`src/rtl/multi_port_fifo.sv`:
```
// ---------------------------------------------------------------------------
// multi_port_fifo
//   In-order FIFO that accepts up to LANES pushes and LANES pops per cycle.
//   Each push group and each pop group is accepted or rejected as a whole.
//   With INIT_FREELIST=1 it comes out of reset/flush full, with entry i = i,
//   so it can hold the free physical registers for rename. With
//   INIT_FREELIST=0 it comes out of reset/flush empty and works as a plain
//   uop queue.
//
// Ports
//   clk           clock
//   rst           synchronous reset, active-low
//   flush_i       return to the reset state on the next edge
//   put_en_i      per-lane push requests; enabled lanes are packed in order
//   put_data_i    per-lane push data
//   put_accept_o  the whole push group is taken this cycle
//   get_en_i      per-lane pop requests; enabled lanes are packed in order
//   get_data_o    per-lane pop data, read combinationally from the head
//   get_valid_o   per-lane pop valid (get_en_i[k] & get_accept_o)
//   get_accept_o  the whole pop group is taken this cycle
//   count_o       registered occupancy
//   free_slots_o  registered DEPTH - occupancy
// ---------------------------------------------------------------------------
module multi_port_fifo #(
  parameter int DEPTH         = 64,
  parameter int WIDTH         = 6,
  parameter int LANES         = 3,
  parameter int INIT_FREELIST = 1
) (
  input  logic                          clk,
  input  logic                          rst,
  input  logic                          flush_i,
  input  logic [LANES-1:0]              put_en_i,
  input  logic [LANES-1:0][WIDTH-1:0]   put_data_i,
  output logic                          put_accept_o,
  input  logic [LANES-1:0]              get_en_i,
  output logic [LANES-1:0][WIDTH-1:0]   get_data_o,
  output logic [LANES-1:0]              get_valid_o,
  output logic                          get_accept_o,
  output logic [$clog2(DEPTH):0]        count_o,
  output logic [$clog2(DEPTH):0]        free_slots_o
);

  localparam int AW = $clog2(DEPTH);
  localparam int PW = AW + 1;
  localparam int NW = $clog2(LANES) + 1;

  logic [WIDTH-1:0] mem_q [DEPTH];

  // Pointers carry one extra wrap bit so that full and empty differ.
  logic [PW-1:0] head_q, head_d;
  logic [PW-1:0] tail_q, tail_d;
  logic [PW-1:0] count_q, count_d;
  logic [PW-1:0] free_q, free_d;

  logic [NW-1:0] putOff [LANES];
  logic [NW-1:0] getOff [LANES];
  logic [NW-1:0] nPut;
  logic [NW-1:0] nGet;
  logic [AW-1:0] wrIdx [LANES];
  logic [AW-1:0] rdIdx [LANES];
  logic          putAccept;
  logic          getAccept;

  // Running popcount: each enabled lane's offset is the number of enabled
  // lanes below it, so sparse patterns land in consecutive entries.
  always_comb begin
    nPut = '0;
    nGet = '0;
    for (int k = 0; k < LANES; k++) begin
      putOff[k] = nPut;
      getOff[k] = nGet;
      nPut      = nPut + NW'(put_en_i[k]);
      nGet      = nGet + NW'(get_en_i[k]);
    end
  end

  // Acceptance uses the occupancy from the start of the cycle. A slot freed
  // by a pop in this cycle cannot be reused by a push in the same cycle.
  assign getAccept = rst & ~flush_i & (PW'(nGet) <= count_q) & (nGet != '0);
  assign putAccept = rst & ~flush_i & (PW'(nPut) <= free_q)  & (nPut != '0);

  assign get_accept_o = getAccept;
  assign put_accept_o = putAccept;

  // Lane addresses wrap modulo DEPTH because the low pointer bits are used.
  // Data on lanes that are not valid is forced to zero.
  always_comb begin
    for (int k = 0; k < LANES; k++) begin
      wrIdx[k]       = tail_q[AW-1:0] + AW'(putOff[k]);
      rdIdx[k]       = head_q[AW-1:0] + AW'(getOff[k]);
      get_valid_o[k] = get_en_i[k] & getAccept;
      get_data_o[k]  = get_valid_o[k] ? mem_q[rdIdx[k]] : '0;
    end
  end

  assign head_d  = head_q + (getAccept ? PW'(nGet) : '0);
  assign tail_d  = tail_q + (putAccept ? PW'(nPut) : '0);
  assign count_d = tail_d - head_d;
  assign free_d  = PW'(DEPTH) - count_d;

  // Pointer and count registers. Flush returns them to the same state that
  // reset does.
  always_ff @(posedge clk) begin
    if (!rst || flush_i) begin
      head_q <= '0;
      if (INIT_FREELIST != 0) begin
        tail_q  <= PW'(DEPTH);
        count_q <= PW'(DEPTH);
        free_q  <= '0;
      end else begin
        tail_q  <= '0;
        count_q <= '0;
        free_q  <= PW'(DEPTH);
      end
    end else begin
      head_q  <= head_d;
      tail_q  <= tail_d;
      count_q <= count_d;
      free_q  <= free_d;
    end
  end

  // Storage. In free-list mode, reset and flush reload the identity mapping.
  // In queue mode the contents are left alone because the pointers already
  // mark them empty.
  always_ff @(posedge clk) begin
    if ((!rst || flush_i) && (INIT_FREELIST != 0)) begin
      for (int i = 0; i < DEPTH; i++) begin
        mem_q[i] <= WIDTH'(i);
      end
    end else if (putAccept) begin
      for (int k = 0; k < LANES; k++) begin
        if (put_en_i[k]) begin
          mem_q[wrIdx[k]] <= put_data_i[k];
        end
      end
    end
  end

  assign count_o      = count_q;
  assign free_slots_o = free_q;

  // Parameter sanity: pointer wrap depends on DEPTH being a power of two,
  // and identity preload needs entries wide enough to hold every index.
  always_ff @(posedge clk) begin
    assert (DEPTH == (1 << AW));
    assert ((INIT_FREELIST == 0) || (WIDTH >= AW));
  end

endmodule

```
`config.mk`:
```
export PLATFORM = sky130hd
export DESIGN_NAME = multi_port_fifo
export DESIGN_NICKNAME = d
export VERILOG_FILES = /design/src/rtl/multi_port_fifo.sv
export SDC_FILE = /design/constraint.sdc
export NUM_CORES = 1
export LEC_CHECK = 0
export ABC_CLOCK_PERIOD_IN_PS = 16030
export BUFFER_PORTS_ARGS = -buffer_cell sky130_fd_sc_hd__buf_2
export CELL_PAD_IN_SITES_DETAIL_PLACEMENT = 0
export CELL_PAD_IN_SITES_GLOBAL_PLACEMENT = 1
export CORE_MARGIN = 2
export CORE_UTILIZATION = 30
export DETAILED_ROUTE_END_ITERATION = 12
export GPL_TIMING_DRIVEN = 1
export PLACE_DENSITY = 0.52
export SLEW_MARGIN = 20
export SYNTH_ARGS = -nofsm -noshare
export SYNTH_HDL_FRONTEND = slang
export SYNTH_SLANG_ARGS = --single-unit
```
`constraint.sdc`:
```
create_clock -name clk -period 16.03 [get_ports clk]
set_clock_uncertainty 0.15 [all_clocks]
set_input_delay 2.4045 -clock clk [delete_from_list [all_inputs] [get_ports clk]]
set_output_delay 2.4045 -clock clk [all_outputs]
set_load 0.02 [all_outputs]
```
After elaboration in Yosys (flattened, before gate mapping)
Memory sizes are Yosys's and may differ from the RTL's. A register that Yosys moved wholly into a read port is not among the register bits.
Index checks and enable logic that the tools add are counted.

word-level totals
  bits in registers = 28
  bits in writable memories = 384
  input bits = 27
  output and inout port bits = 37
  word-level logic and storage cells = 64
  memories = 1

operators by class
  add/sub/neg operators = 12
  magnitude comparators = 2
  multiplexer cells = 29
  bitwise logic cells = 9
  reduce and logical (&&, ||, !) cells = 7

memory list
  memory  depth  width  rd ports  clocked after Yosys merged registers in  write ports  line  RTL
  mem_q   64     6      3         1                                        64           48    logic [WIDTH-1:0] mem_q [DEPTH];

operators by type and width
  cell                                                       count
  6-bit two-way mux                                          10
  6-bit OR reduction                                         3
  1-bit two-way mux                                          17
  7-bit by 3-bit adder with 7-bit output                     2
  3-bit by 7-bit less-or-equal comparator with 1-bit output  2
  6-bit by 1-bit adder with 6-bit output                     2
  6-bit by 2-bit adder with 6-bit output                     2
  1-bit AND                                                  8
  7-bit subtractor                                           1
  7-bit subtractor (first input constant)                    1
  2-bit by 1-bit adder with 3-bit output                     2
  3-bit two-way mux                                          2
  3-bit nonzero test                                         2
  1-bit by 1-bit adder with 2-bit output                     2
  1-bit zero test                                            1
  1-bit logical OR                                           1
  1-bit inverter                                             1

Depth between registers and ports, before layout
Gate-level depths: netlist of run 1.

  depth in word-level cells = 10
  mapped depth = 24
  gate-level depth less buffers = 22

Least setup slack after synthesis of run 1
Ideal clock, no wire load.

  path kind = input port to output port
  start = input get_en_i[0]
  end = output get_data_o[12] (netlist name)
  arrival time = 5.209 ns
  required time = 13.476 ns
  path slack = 8.266 ns
  stages = 12
  path buffers = 3
  cell sequence = ha_1 > ha_1 > inv_1 > fa_1 > clkbuf_1 > clkbuf_1 > clkbuf_1 > mux4_2 > mux2i_1 > nand2_1 > a32oi_1 > o221ai_1

RTL lines
  what         line  RTL
  from (decl)  36    input logic [LANES-1:0] get_en_i,
  to (decl)    37    output logic [LANES-1:0][WIDTH-1:0] get_data_o,

==> impl_metrics.py, run 1 <==
metrics = {
    "synth": {
        "synthesis.area_sq_um": 35640,
        "synth_commonest_cells": "384 x edfxtp_1, 336 x nand2_1, 324 x mux4_2, 296 x nand3_1, 280 x nor3_1",
        "post_synth.cell_area_avg_sq_um": 10.11,
        "most_frequent_cell_after_synthesis": "edfxtp_1",
        "netlist.area_leader.share_pct": 32.35,
        "yosys_warnings": 0,
        "synth-edff-count": 384,
        "async_flop_share_pct": 0,
        "syn-instance-count": 3526,
        "synth_flop_cell": "edfxtp_1",
        "synth.lib_cells_used.distinct": 93,
        "net_count_after_synthesis": 3593,
        "post_synth_main_area_contributors": "edfxtp_1 32%, mux4_2 20%, nand3_1 4.2%, nor3_1 3.9%, nand2_1 3.5%",
        "portion_of_the_post_synthesis_area_used_by_sequential_elements_pct": 33.87,
        "netlist.top_cell.by_area": "edfxtp_1",
        "synth_seq_cells": 411,
    },
    "critical_path": {
        "reg_to_reg_startpoint": "count_o[0]",
        "timing.setup.critical_path_class": "in -> out",
        "cp_data_arrival_time_ns": 8.10,
        "setup.worst_path.start_class": "input pin",
        "cp-startpoint": "get_en_i[0]",
        "cp_data_required_time_ns": 13.48,
        "worstPathMaxFanout": 56,
        "worstSetupEndpointType": "output pin",
    },
    "sta": {
        "post-route-period-util_pct": 66.47,
        "period_needed_ns": 10.66,
        "timing.final.setup_violations": 0,
        "timing.max_slew.rel_slack_pct": 15.59,
        "finalHoldViolations": 0,
        "timing.final.max_slew_violations": 0,
        "timing.setup.tns_ns": 0,
        "setup_repair_after_global_routing_missed_its_margin": "false",
        "max_clock_freq_mhz": 93.85,
        "tightest_slew_ns": 1.257,
    },
    "flow_run": {
        "drv.max_cap_violation_count": 0,
    },
    "clock_tree": {
        "cts-buffers-inserted": 53,
        "count_of_clock_tree_sinks": 411,
        "cts_repair_resize_count": 0,
        "buffers_from_clock_root_to_sink_at_most": 3,
        "post_cts_buffers": 0,
        "total_of_hold_buffers_inserted_after_clock_tree_synthesis": 0,
        "clkTransAtPathRegs_ns": 0.06,
        "later_pin_clock_latency_in_the_skew_report_ns": 0.67,
        "ctsRootBufferMaster": "clkbuf_16",
        "htreeDepth": 2,
        "tritoncts": "built",
    },
    "global_routing": {
        "antenna_found_initial": 19,
        "grt_pass1_vias": 33540,
        "pin_count_of_the_biggest_net_entering_global_routing": 72,
        "grt_usage_pct": 35.02,
        "total_global_routing_overflow": 0,
        "grt_pass1_wl_um": 295700,
    },
    "power_and_ir_drop": {
        "ir_drop_v": 0.00008874,
        "power_density_nw_per_um2": 80.95,
        "post-layout-total-power_w": 0.003192,
        "p_leak_nw": 11.10,
    },
    "detailed_routing": {
        "vias": 36550,
        "dr.pass1.iters": 7,
        "first_iter_violations": 6490,
        "detail_route.vias_per_cell": 7.338,
        "route.detailed.wl_per_inst_um": 43.84,
        "antenna_violation_net_count_after_detailed_routing": 0,
        "remaining_drc_errors": 0,
        "drt_wl_total_um": 218400,
    },
    "floorplanning": {
        "chipHeight_um": 348.7,
        "floorplan.rows": 126,
        "start_util_pct": 30.23,
        "floorplan.core_area_sq_um": 117900,
        "die_area_sq_um": 121600,
        "ioPinCount": 64,
        "die_width_um": 348.7,
    },
    "finish": {
        "final_nets": 3460,
        "drive_gt1_share_pct": 22.08,
        "nFillCells": 11930,
        "layout-area-overhead-vs-synth_pct": 10.63,
    },
    "worst_hold_path": {
        "hold_path_class": "reg -> reg",
        "worst_hold_startpoint": "tail_q[6]",
    },
    "place": {
        "hpwlAfterDp_um": 151700,
        "portBuffers": 63,
        "place_congestion": 0.9963,
    },
    "run_status": {
        "outcome": "finished clean",
    },
}
==> path summary, 6_finish.rpt <==
path              slack, ns  cells past startpoint               to
setup / recovery       5.37                     13   get_data_o[14]
hold reg to reg        0.37                      2        tail_q[6]
hold / removal         0.37                      2        tail_q[6]
setup reg to reg      10.14                     17  free_slots_o[6]
==> sequential cells by signal (all words and copies together) (netlist names) <==
register and count:
head_q 7, count_o 7, free_slots_o 6, mem_q 384, tail_q 7
==> cells by family after synthesis <==
group / after synthesis / share of synthesized area (%)
AOI/OAI and AO/OA: 829 / 16.40
and+or+nand+nor: 1346 / 18.52
muxes: 430 / 23.68
xor gates and xnor gates: 31 / 0.8460
adders and majority gates: 40 / 1.552
DFF: 411 / 33.87
buffers and inverters: 439 / 5.132
==> final cells by class <==
type                            instances  area (sq um)  area share, %
Antenna cell                            8         20.02        0.05077
Clock buffer                           57          1341          3.401
Clock inverter                         42         430.4          1.092
Inverter                               39         146.4         0.3712
Multi-Input combinational cell       2676         22050          55.93
Sequential cell                       411         12080          30.64
Tap cell                             1536          1922          4.874
Timing Repair Buffer                  212          1436          3.643
==> routing by layer <==
metal | track usage [%] | part of all wire [%] | up-vias
li1 | - | - | 14130
met1 | 46.85 | 38 | 18490
met2 | 48.42 | 40 | 3274
met3 | 13.16 | 15 | 645
met4 | 19.19 | 6.9 | 16
met5 | 0 | 0.055 | -
==> cell usage in the layout (no fill, tap or decap), drive strengths merged, types with 57 or more instances in the layout <==
| cell type | n |
|---|---|
| nand3 | 296 |
| nor3 | 282 |
| edfxtp | 384 |
| mux4 | 324 |
| a31oi | 127 |
| buf | 212 |
| nand2 | 336 |
| nor2 | 184 |
| clkbuf | 57 |
| nand4 | 75 |
| o21ai | 89 |
| a21oi | 67 |
| o22ai | 187 |
| mux2 | 66 |
==> metrics by stage <==
stage / util, % / hold WS (ns) / cells / worst slack (ns) / instance area [sq um]
floorplan: - / 0.3231 / 3526 / 8.266 / 35640
global placement: 31.89 / 0.3355 / 4873 / 5.698 / 37610
detailed placement: 31.90 / 0.3510 / 4874 / 5.726 / 37620
CTS: 33.40 / 0.3663 / 4973 / 5.719 / 39390
global route: 33.42 / 0.3980 / 4974 / 5.454 / 39420
finish: 33.44 / 0.3666 / 4981 / 5.375 / 39430
==> critical path: stages <==
cell	delay, ns
buf_2	0.14
ha_1	0.34
ha_4	0.14
inv_1	0.05
fa_4	1.31
buf_4	0.81
mux4_2	0.40
and2_1	0.17
a211oi_1	0.35
a21oi_1	0.20
a32oi_1	0.88
o221ai_1	0.53
buf_2	0.31
==> where the power goes <==
group	internal [W]	total, W	switching [W]
Combinational	0.000194	0.000689	0.000495
Clock	0.000720	0.00127	0.000545
Sequential	0.00120	0.00124	0.0000386
Total	0.00211	0.00319	0.00108
Note: power is estimated with default switching activity, not from simulation.
==> run 2: changes to the inputs <==
--- a/config.mk
+++ b/config.mk
@@ -5,7 +5,7 @@
 export SDC_FILE = /design/constraint.sdc
 export NUM_CORES = 1
 export LEC_CHECK = 0
-export ABC_CLOCK_PERIOD_IN_PS = 16030
+export ABC_CLOCK_PERIOD_IN_PS = 11200
 export BUFFER_PORTS_ARGS = -buffer_cell sky130_fd_sc_hd__buf_2
 export CELL_PAD_IN_SITES_DETAIL_PLACEMENT = 0
 export CELL_PAD_IN_SITES_GLOBAL_PLACEMENT = 1
==> constraint.sdc (replaced) <==
create_clock -name clk -period 11.2 [get_ports clk]
set_clock_uncertainty 0.15 [all_clocks]
set_input_delay 1.68 -clock clk [delete_from_list [all_inputs] [get_ports clk]]
set_output_delay 1.68 -clock clk [all_outputs]
set_load 0.02 [all_outputs]
==> run 2 against run 1 <==
- count of clock-buffer cells in the layout is 2 higher
- die area stayed put
- largest cell class unchanged
- combinational power is 45% higher
- total power is 44% higher
- design area hardly changed
- sequential cell count stayed put
- first-iteration DRC count is 2.0% higher
- routed wire length is 1.0% lower
- critical path depth is 1 lower
- clock power is 44% higher
- non-clock buffer count is 8 lower
- utilization hardly changed
==> impl_metrics.py, run 2 (same netlist as run 1, synthesis figures left out) <==
metrics = {
    "place": {
        "dpl-instance-area_sq_um": 37600,
        "hpwlAfterDp_um": 150800,
        "placement.setup.worst_slack_ns": 3.196,
        "place_congestion": 0.9948,
        "portBuffers": 63,
    },
    "sta": {
        "period_needed_ns": 8.163,
        "timing.final.max_slew_violations": 0,
        "final.setup.worst_slack_ns": 3.037,
        "timing.final.setup_violations": 0,
        "finalHoldViolations": 0,
        "setup_repair_after_global_routing_missed_its_margin": "false",
        "timing.max_slew.rel_slack_pct": 18.07,
        "post-route-period-util_pct": 72.88,
        "tightest_slew_ns": 1.216,
        "timing.setup.tns_ns": 0,
        "max_clock_freq_mhz": 122.5,
    },
    "critical_path": {
        "setup.worst_path.start_class": "input pin",
        "worstSetupEndpointType": "output pin",
        "timing.setup.critical_path_class": "in -> out",
        "cp_data_required_time_ns": 9.37,
        "timing.critical_path.cells": "buf_2 > ha_1 > ha_4 > inv_1 > fa_4 > buf_4 > mux4_2 > nand2_1 > nand2_1 > o21ai_0 > o221ai_1 > buf_2",
        "highest_cell_delay_on_the_worst_timing_path_ns": 1.25,
        "worstPathMaxFanout": 41,
        "cp_data_arrival_time_ns": 6.33,
        "crit_slowest_cell": "fa_4",
    },
    "floorplanning": {
        "floorplan.core_area_sq_um": 117900,
        "die_area_sq_um": 121600,
        "start_util_pct": 30.23,
        "chipHeight_um": 348.7,
        "die_width_um": 348.7,
        "ioPinCount": 64,
        "floorplan.rows": 126,
    },
    "clock_tree": {
        "buffers_from_clock_root_to_sink_at_most": 3,
        "count_of_clock_tree_sinks": 411,
        "cts-buffers-inserted": 55,
        "later_pin_clock_latency_in_the_skew_report_ns": 0.66,
        "total_of_hold_buffers_inserted_after_clock_tree_synthesis": 0,
        "htreeDepth": 2,
        "post_cts_buffers": 0,
        "tritoncts": "built",
        "ctsRootBufferMaster": "clkbuf_16",
        "clkTransAtPathRegs_ns": 0.06,
        "cts_repair_resize_count": 0,
    },
    "detailed_routing": {
        "vias": 36160,
        "drt_wl_total_um": 216200,
        "first_iter_violations": 6619,
        "remaining_drc_errors": 0,
        "antenna_violation_net_count_after_detailed_routing": 0,
        "dr.pass1.iters": 9,
        "route.detailed.wl_per_inst_um": 43.49,
        "detail_route.vias_per_cell": 7.274,
    },
    "global_routing": {
        "grt_pass1_wl_um": 292000,
        "grt_pass1_vias": 33490,
        "total_global_routing_overflow": 0,
        "pin_count_of_the_biggest_net_entering_global_routing": 161,
        "antenna_found_initial": 7,
        "grt_usage_pct": 34.54,
    },
    "finish": {
        "layout_common_cells": "384 x edfxtp_1, 335 x nand2_1, 324 x mux4_2, 296 x nand3_1, 280 x nor3_1",
        "largest_register_ffs": 384,
        "drive_gt1_share_pct": 21.78,
        "layout.core_utilization_pct": 33.41,
        "finish.instance_area_sq_um": 39400,
        "leading_cell_type_in_the_layout_fill_and_taps_excluded": "edfxtp_1",
        "final_nets": 3454,
        "max_flop_register": "mem_q",
        "layout-area-overhead-vs-synth_pct": 10.55,
    },
    "flow_run": {
        "drv.max_cap_violation_count": 0,
    },
    "power_and_ir_drop": {
        "clockPowerShare_pct": 39.8,
        "ir_drop_v": 0.0001119,
        "p_comb_share_pct": 21.7,
        "post-layout-total-power_w": 0.004595,
        "p_leak_nw": 11.11,
        "sequential_fraction_of_design_power_pct": 38.5,
        "power.switching_fraction_pct": 33.61,
        "power.switching_w": 0.001544,
        "power_report.internal_total_w": 0.003051,
        "power_density_nw_per_um2": 116.6,
    },
    "run_status": {
        "outcome": "finished clean",
    },
    "worst_hold_path": {
        "hold_path_class": "reg -> reg",
    },
}
-- run 2: changes by cell type in the layout (fill, tap and decap cells not counted), moves of 3 or more --
cell        change
buf_4          -12
clkinvlp_4      -3
nor2_2          -3
inv_6           +3
clkinv_1        +4
buf_12          +4
nor2_1          +3
clkinv_4        -3
diode_2         -3
-- run 2: stage by stage --
step / hold WS (ns) / cells
after floorplan: 0.3231 / 3526
after global placement: 0.3344 / 4866
after detailed placement: 0.3448 / 4866
after CTS: 0.3615 / 4966
after global routing: 0.3787 / 4966
final: 0.3536 / 4971
-- run 2: power by group through the flow --
stage | registers, W | clock network [W] | logic, W
finish | 0.00177 | 0.00183 | 0.000998
global route | 0.00177 | 0.00188 | 0.00101
CTS | 0.00177 | 0.00183 | 0.000958
floorplan | 0.00177 | 0 | 0.000582
detailed placement | 0.00180 | 0 | 0.000956
global placement | 0.00180 | 0 | 0.000954
-- run 2: area by class of cell --
type,instances,area (sq um)
Clock inverter,41,390.4
Timing Repair Buffer,204,1426
Tap cell,1536,1922
Antenna cell,5,12.51
Sequential cell,411,12080
Multi-Input combinational cell,2676,22030
Inverter,39,146.4
Fill cell,11950,78520
Clock buffer,59,1391
-- run 2: worst paths after layout --
kind / from / end / slack (ns) / cells past startpoint
min reg2reg: head_q[6] / head_q[6] / 0.35 / 2
min: head_q[6] / head_q[6] / 0.35 / 2
max: get_en_i[0] / get_data_o[17] / 3.04 / 12
max reg2reg: head_q[1] / free_slots_o[5] / 5.50 / 12
-- run 2: layer usage --
layer / track usage (%) / vias up / wire length (um)
met3: 13.42 / 582 / 31200
met5: 0 / - / 50
met2: 47.84 / 3168 / 87560
li1: - / 14080 / -
met4: 18.70 / 8 / 13770
met1: 45.94 / 18320 / 83620
-- run 2: worst max-delay path: cells and delay by family --
kind	cells	cell delay, ns
buf+inv	4	1.08
simple gates	2	0.14
compound gates	2	1.18
fa+ha+maj	3	1.73
mux	1	0.41
